## src/rtl/fetch_pkg.sv

```systemverilog
// Shared types for the fetch stage: bus structs, the fetch output bundle and the FSM state enum.
// FETCH_MISALIGN_EN (optional) enables misaligned-PC exception reporting in fetch.
package fetch_pkg;

  typedef logic [63:0] addr_t;

  localparam addr_t PC_RESET_DEFAULT = 64'h8000_0000;

  typedef struct packed {
    logic  valid;
    addr_t addr;
  } ibus_req_t;

  typedef struct packed {
    logic        addr_ok;
    logic        data_ok;
    logic [31:0] data;
  } ibus_resp_t;

  typedef struct packed {
    addr_t       pc;
    logic [31:0] raw_instr;
  } instr_t;

  typedef struct packed {
    logic   valid;
    instr_t instr;
    logic   exc_misalign;
  } fetch_data_t;

  typedef enum logic [1:0] {
    IDLE    = 2'd0,
    REQ     = 2'd1,
    DISCARD = 2'd2
  } fetch_state_t;

  function automatic logic misaligned(addr_t a);
    return a[1:0] != 2'b00;
  endfunction

endpackage

```

## src/rtl/fetch_pc_select.sv

```systemverilog
// Next-PC mux for the fetch stage: redirect beats sequential advance beats hold.
// Kept separate so a branch predictor can slot in here later.
module pc_select
  import fetch_pkg::*;
(
  input  logic  redirect_valid,
  input  addr_t redirect_pc,
  input  logic  advance,
  input  addr_t pc_q,
  output addr_t pc_next
);

  always_comb begin
    pc_next = pc_q;
    if (redirect_valid) begin
      pc_next = redirect_pc;
    end else if (advance) begin
      pc_next = pc_q + 64'd4;
    end
  end

endmodule

```

## src/rtl/fetch.sv

```systemverilog
// Instruction-fetch stage: owns the PC, issues one ibus request at a time, registers the result for decode.
// Optional build macro FETCH_MISALIGN_EN turns misaligned PCs into an exc_misalign record instead of a fetch.
module fetch
  import fetch_pkg::*;
#(
  parameter addr_t PC_RESET = PC_RESET_DEFAULT
) (
  input  logic        clk,
  input  logic        reset,
  output ibus_req_t   ireq,
  input  ibus_resp_t  iresp,
  output fetch_data_t dataF,
  input  logic        stall,
  input  logic        redirect_valid,
  input  addr_t       redirect_pc
);

  fetch_state_t state_q, state_nxt, state_d;
  addr_t        pc_q, pc_d;
  addr_t        req_addr_q, req_addr_d;
  fetch_data_t  data_q, data_d;
  logic         consume, slot_free, advance;
  logic         addr_ok_unused;

  assign addr_ok_unused = iresp.addr_ok;
  assign consume        = data_q.valid & ~stall;
  assign slot_free      = ~data_q.valid | consume;

  pc_select u_pc_select (
    .redirect_valid (redirect_valid),
    .redirect_pc    (redirect_pc),
    .advance        (advance),
    .pc_q           (pc_q),
    .pc_next        (pc_d)
  );

  always_comb begin
    state_nxt = state_q;
    data_d    = data_q;
    advance   = 1'b0;
    if (consume) begin
      data_d.valid = 1'b0;
    end
    case (state_q)
      IDLE: begin
        if (redirect_valid) begin
          state_nxt = REQ;
        end else if (slot_free) begin
`ifdef FETCH_MISALIGN_EN
          if (misaligned(pc_q)) begin
            data_d.valid           = 1'b1;
            data_d.instr.pc        = pc_q;
            data_d.instr.raw_instr = '0;
            data_d.exc_misalign    = 1'b1;
          end else begin
            state_nxt = REQ;
          end
`else
          state_nxt = REQ;
`endif
        end
      end
      REQ: begin
        if (redirect_valid) begin
          // A response arriving with the redirect is stale; the bus is free again.
          state_nxt = iresp.data_ok ? REQ : DISCARD;
        end else if (iresp.data_ok) begin
          data_d.valid           = 1'b1;
          data_d.instr.pc        = pc_q;
          data_d.instr.raw_instr = iresp.data;
          data_d.exc_misalign    = 1'b0;
          advance                = 1'b1;
          state_nxt              = slot_free ? REQ : IDLE;
        end
      end
      DISCARD: begin
        if (iresp.data_ok) begin
          state_nxt = REQ;
        end
      end
      default: state_nxt = IDLE;
    endcase
    if (redirect_valid) begin
      data_d.valid = 1'b0;
    end
  end

  // Final state and request address depend on the selected next PC.
  always_comb begin
    state_d = state_nxt;
`ifdef FETCH_MISALIGN_EN
    if (state_nxt == REQ && misaligned(pc_d)) begin
      state_d = IDLE;
    end
`endif
    req_addr_d = req_addr_q;
    if (state_d == REQ) begin
      req_addr_d = pc_d;
    end
  end

  always_ff @(posedge clk) begin
    if (!reset) begin
      state_q    <= IDLE;
      pc_q       <= PC_RESET;
      req_addr_q <= PC_RESET;
      data_q     <= '0;
    end else begin
      state_q    <= state_d;
      pc_q       <= pc_d;
      req_addr_q <= req_addr_d;
      data_q     <= data_d;
    end
  end

  assign ireq.valid = (state_q == REQ) || (state_q == DISCARD);
  assign ireq.addr  = req_addr_q;

  always_comb begin
    dataF = data_q;
`ifndef FETCH_MISALIGN_EN
    dataF.exc_misalign = 1'b0;
`endif
  end

endmodule

```

## config.mk

```make
export PLATFORM = sky130hd
export DESIGN_NAME = fetch
export DESIGN_NICKNAME = d
export VERILOG_FILES = /design/src/rtl/fetch_pkg.sv /design/src/rtl/fetch_pc_select.sv /design/src/rtl/fetch.sv
export SDC_FILE = /design/constraint.sdc
export NUM_CORES = 1
export LEC_CHECK = 0
export CORE_ASPECT_RATIO = 0.8
export CORE_MARGIN = 2
export CORE_UTILIZATION = 26
export CTS_BUF_LIST = sky130_fd_sc_hd__clkbuf_2
export CTS_CLUSTER_DIAMETER = 60
export DETAILED_ROUTE_END_ITERATION = 10
export DONT_BUFFER_PORTS = 1
export HOLD_SLACK_MARGIN = 0.1
export PLACE_DENSITY_LB_ADDON = 0.05
export SETUP_SLACK_MARGIN = 0.4
export SKIP_LAST_GASP = 1
export SYNTH_ARGS = -nofsm -noshare
export SYNTH_HDL_FRONTEND = slang
export SYNTH_SLANG_ARGS = --single-unit
```

## constraint.sdc

```tcl
create_clock -name clk -period 6.05 [get_ports clk]
set_clock_uncertainty 0.15 [all_clocks]
set_input_delay 1.21 -clock clk [delete_from_list [all_inputs] [get_ports clk]]
set_output_delay 1.21 -clock clk [all_outputs]
set_load 0.05 [all_outputs]
```

; ---- After elaboration in Yosys (flattened, before gate mapping)
; Cells that the tools add are included.
[op_classes]
add_sub_neg = 1
n_eq_ne = 3
n_mux = 17
n_bitwise = 6
reduce_logical = 4
[ops]
columns = cell, count
row1 = $mux 98, 3
row2 = $mux 64, 2
row3 = $add 64x3->64 const B, 1
row4 = $mux 2, 6
row5 = $pmux 2 s3, 1
row6 = $mux 1, 5
row7 = $eq 2x1->1 const B, 2
row8 = $not 1->1, 4
row9 = $reduce_and 3->1, 1
row10 = $eq 2x2->1 const B, 1
row11 = $logic_not 2->1, 1
row12 = $reduce_or 2->1, 1
row13 = $and 1x1->1, 1
row14 = $logic_or 1x1->1, 1
row15 = $or 1x1->1, 1
[word_totals]
ff_bits = 227

; ---- Depth between registers and ports, before layout
[depth]
ltp_word = 8
mapped_depth = 10

; ---- By module
; A second synthesis with hierarchy kept.
[hier_totals]
cells_unflattened = 1233
hier_area_um2 = 10112.2
[by_module_without_submodules]
columns = module, instances, cells_each, area_each_um2, seq_area_each_um2
row1 = fetch, 1, 852, 7887.6, 4544.4
row2 = pc_select, 1, 381, 2224.6, 0.0

; ---- Worst setup path after synthesis
; OpenSTA, ideal clock, no wires.
[synth_path]
path_type = input-to-reg
from = input port redirect_valid
to = register req_addr_q[56]
setup_ps = 67
t_arrival_ps = 3164
t_required_ps = 5833
slack_ps = 2669
cell_stages = 7
path_buffers = 1
path_cell_list = buf_6 -> nand3b_4 -> or4_4 -> or4_4 -> or4_1 -> and3_1 -> o21ai_2
[synth_via]
elab_chain_len = 4
[synth_rtl]
columns = item, line
row1 = start: declaration, fetch.sv:14  ; input logic redirect_valid,
row2 = $mux 1, fetch.sv:64  ; if (redirect_valid) begin
row3 = $mux 1, fetch.sv:44  ; case (state_q)
row4 = $mux 64, fetch_pc_select.sv:17  ; end else if (advance) begin
row5 = $mux 64, fetch_pc_select.sv:15  ; if (redirect_valid) begin
row6 = end signal: assignment, fetch.sv:111  ; req_addr_q <= req_addr_d;
row7 = end: declaration, fetch.sv:20  ; addr_t req_addr_q, req_addr_d;
; Several ways; a longest one is shown, not always the timed one.
; A chain may end at the register's enable or synchronous reset.

; ---- Worst setup path after layout
[layout_path]
from = register state_q[0]
to = register req_addr_q[59]
[layout_via]
elab_chain_len = 4
[layout_rtl]
columns = item, line
row1 = start: declaration, fetch.sv:18  ; fetch_state_t state_q, state_nxt, state_d;
row2 = start signal: assignment, fetch.sv:109  ; state_q <= state_d;
row3 = $mux 2 (tied with other cells), fetch.sv:67  ; end else if (iresp.data_ok) begin
row4 = $mux 2 (tied with other cells), fetch.sv:64
row5 = $pmux 2 s3 or $mux 64 (tied branches), "fetch.sv:44, fetch_pc_select.sv:17"
row6 = $eq 2x1->1 or $mux 64 (tied branches), "fetch.sv:97, fetch_pc_select.sv:15"
; Several ways; a longest one is shown, not always the timed one.

==> results.md <==
| Parameter | Value |
|:---|:---|
| Max IR drop VDD | 126.5 uV |
| Placeable Area | 36150 um2 |
| Time the worst path needs with I/O delays and setup | 3.846 ns |
| GRT Residual Overflow | 0 |
| Worst-case headroom to the max-slew limit | 34.56% |
| Area fraction in compound gates after synthesis | 16.37% |
| Share of the clock period used by the worst path after layout | 63.58% |
| Area leader, netlist | dfxtp_1 |
| Largest net degree at the start of global routing | 98 |
| Setup repair after global routing missed its margin | false |
| Die Span Y | 175.8 um |
| Synth Register Bits | 227 |
| Post-synth EDFFs | 0 |
| Buffers added on ports | 0 |
| Pins over their slew limit | 0 |
| Worst skew pair latency | 0.91 ns |
| # setup viols final | 0 |
| Wire length of the first global-routing pass | 54950 um |
| Yosys top cell area share | 47.37% |
| Row count | 62 |
| Post-synthesis async set-or-reset flop share | 0% |
| Initial Util | 26.54% |
| Routed WL | 37020 um |
| Top-Level Pins | 265 |
| Ratio of cells with drive above 1 in the final layout | 10.28% |
| Adder and majority gate portion of the synthesized area | 0.6521% |
| Average cell area after synthesis | 8.069 um2 |
| Vias in the first global route | 8271 |
| Arr. time, crit path | 4.50 ns |
| Total CTS buffers | 61 |
| Crit path largest cell delay | 0.80 ns |
| Warnings, synthesis | 0 |
| Clk sinks | 227 |
| Number of different library cells in the post-synthesis netlist | 58 |
| Number of post-CTS setup repair buffers | 0 |
| Hold violation count in the final report | 0 |
| Type of destination of the critical path | flop |
| Clk root buf | clkbuf_2 |
| Layout net count | 1291 |
| Portion of the post-synthesis area used by sequential elements | 47.37% |
| Main area contributors after synthesis | dfxtp_1 47%, nand2_1 11%, a21oi_1 6.4% |
| H-tree depth reported by CTS | 2 |
| Worst setup SP type | flop |
| Post-synthesis net count | 1296 |
| Worst hold path type | input pin to flop |
| Aggregate negative setup slack | 0 ns |
| Final weighted congestion of routability-driven global placement | 0.7804 |
| Critical path fanouts, max | 37 |
| Total iterations of the first detailed-routing run | 5 |
| Area share of xor/xnor cells in the synthesized design | 3.469% |
| Slowest cell on crit path | nand4_1 |
| DIE AREA | 38460 um2 |
| Routed vias/inst | 4.982 |
| Post-synth top flop | dfxtp_1 |
| Wire length per cell after detailed routing | 21.67 um |
| Pleak | 3.682 nW |
| Overall routing resource usage | 19.03% |
| Area taken by flip-flops and latches | 4544 um2 |
| Number of violations reported at the end of detailed-routing iteration 0 | 577 |
| Post-synthesis share of cell area spent on and, or, nand and nor gates | 26.70% |
| Gate Count Post-Synth | 1189 |
| Number of maximum-capacitance constraint violations | 0 |
| Final non-filler cell area | 10520 um2 |
| Power per cell area | 314.6 nW/um2 |
| Multi-input logic area | 4700 um2 |
| Area of the mapped netlist | 9594 um2 |
| Required time worst endpoint | 6.70 ns |
| Critical Setup Path Class | flop to flop |
| Filler cells | 4036 |
| Vias post-DR | 8509 |
| DRC violations left | 0 |
| Antenna Nets Post-Route | 0 |
| Mux contribution to synthesized area | 1.604% |
| Die width | 218.8 um |
| Total placed instance area | 9978 um2 |
| Outcome | finished, final reports clean |
| Clock tree from TritonCTS | yes |
| Layout overhead on the synthesized area | 9.598% |
| Crit-path cells | ha_1 -> nand3b_4 -> nor4_2 -> nand4_1 -> nor4_1 -> xnor2_1 -> a211oi_1 |
| Antenna violations before repair | 2 |
| HPWL Detailed | 25830 um |
| Highest clock frequency the design can meet | 0.2600 GHz |
| Main combinational cell family by area after synthesis | simple AND/OR/NAND/NOR gates |
| Number of buffers on the longest clock path | 3 |
| Measured slew at the worst slew-check pin | 0.9680 ns |
| Clock transition at the register clock pins on the worst setup and hold paths after CTS | 0.10 ns |
[Yosys cell counts, drive strengths merged (2+ instances only)]
master / number
and4: 10
or2: 2
nor3: 24
ha: 5
nand2b: 7
nand4: 34
or3: 4
nor3b: 6
nand2: 271
nand3: 43
clkbuf: 74
a211o: 4
a21o: 6
mux2: 3
o211ai: 5
and2: 25
a211oi: 13
nor4: 17
inv: 10
nor2b: 5
o211a: 3
mux2i: 12
dfxtp: 227
nor2: 70
buf: 8
xnor2: 22
o21a: 8
or4: 10
xor2: 16
a22o: 7
o21ai: 59
and3: 14
o31ai: 25
a31oi: 5
a21oi: 123
[kinds of logic after synthesis]
group / after synthesis
and+or+nand+nor: 545
AOI/OAI and AO/OA: 265
DFF: 227
buffers and inverters: 93
xor gates and xnor gates: 38
muxes: 15
adders and majority gates: 5
other: 1
[layout make-up]
class                      instances  share of cell area (%)
antenna                            2                 0.04760
clock buffer                      93                   4.426
clock inverter                    12                  0.4403
inverter                          11                  0.4165
multi-input combinational        869                   44.69
sequential                       227                   43.22
tap                              480                   5.712
timing repair buffer              14                   1.047
[timing repair]
item | CTS | global route
hold buffers | 2 | 0
hold endpoints to repair | 2 | 0
resized for setup | 0 | 0
[worst paths after layout]
| kind | startpoint | to | slack, ns | cells after the start |
|---|---|---|---|---|
| max | state_q[0] | req_addr_q[59] | 2.20 | 7 |
| min | reset | pc_q[24] | 0.29 | 1 |
| min reg2reg | pc_q[0] | dataF[33] | 0.34 | 2 |
| max reg2reg | state_q[0] | req_addr_q[59] | 2.20 | 7 |
[routing by layer]
metal | GRT usage, % | vias to the layer above | wire [um]
li1 | - | 4165 | -
met1 | 27.07 | 4005 | 18010
met2 | 26.66 | 287 | 14820
met3 | 7.065 | 52 | 3589
met4 | 5.124 | 0 | 593
met5 | 0 | - | 0
[layout by cell type, fill, tap and decap left out, types with 5 or more instances in the layout]
cell / instances
or4_1: 8
nor2b_1: 5
nand2b_1: 7
ha_1: 5
xnor2_1: 22
o31ai_1: 25
clkinv_1: 10
a31oi_1: 5
inv_1: 9
xor2_1: 16
dfxtp_1: 227
o211ai_1: 5
a21oi_1: 123
nor3_1: 23
nand2_1: 271
and4_1: 10
nor2_1: 69
nand3_1: 43
o21a_1: 8
clkbuf_2: 93
buf_4: 12
a211oi_1: 13
and3_1: 14
nor3b_1: 6
o21ai_0: 57
a22o_1: 7
mux2i_1: 12
nor4_1: 15
nand4_1: 34
a21o_1: 6
and2_1: 22
[through the flow]
step	worst slack, ns	utilization (%)	cells	hold WS (ns)	power (mW)
final	2.204	29.09	1708	0.2884	3.308
after global routing	1.844	29.08	1707	0.1339	3.511
after CTS	2.147	29.07	1706	0.1010	3.384
after detailed placement	1.664	27.60	1599	0.3233	2.285
after global placement	1.704	27.60	1599	0.3170	2.284
after floorplan	2.669	-	1189	0.2813	2.158
[registers in the layout (all words and copies together), names as in the netlist]
name        cells
dataF          97
req_addr_q     64
pc_q           64
state_q         2
[critical path, delay by kind of cell, from the launching register on]
| family | cells | cell delay (ns) |
|---|---|---|
| AOI/OAI and AO/OA | 1 | 0.24 |
| xor gates and xnor gates | 1 | 0.16 |
| adders and majority gates | 1 | 0.34 |
| DFF | 1 | 0.42 |
| and+or+nand+nor | 4 | 2.41 |
[power by group]
group	switching [mW]	leakage, nW	total, mW	internal [mW]
Sequential	0.342	1.86	1.93	1.59
Clock	0.662	0.410	1.06	0.402
Combinational	0.210	1.41	0.312	0.102
Note: power is estimated with default switching activity, not from simulation.
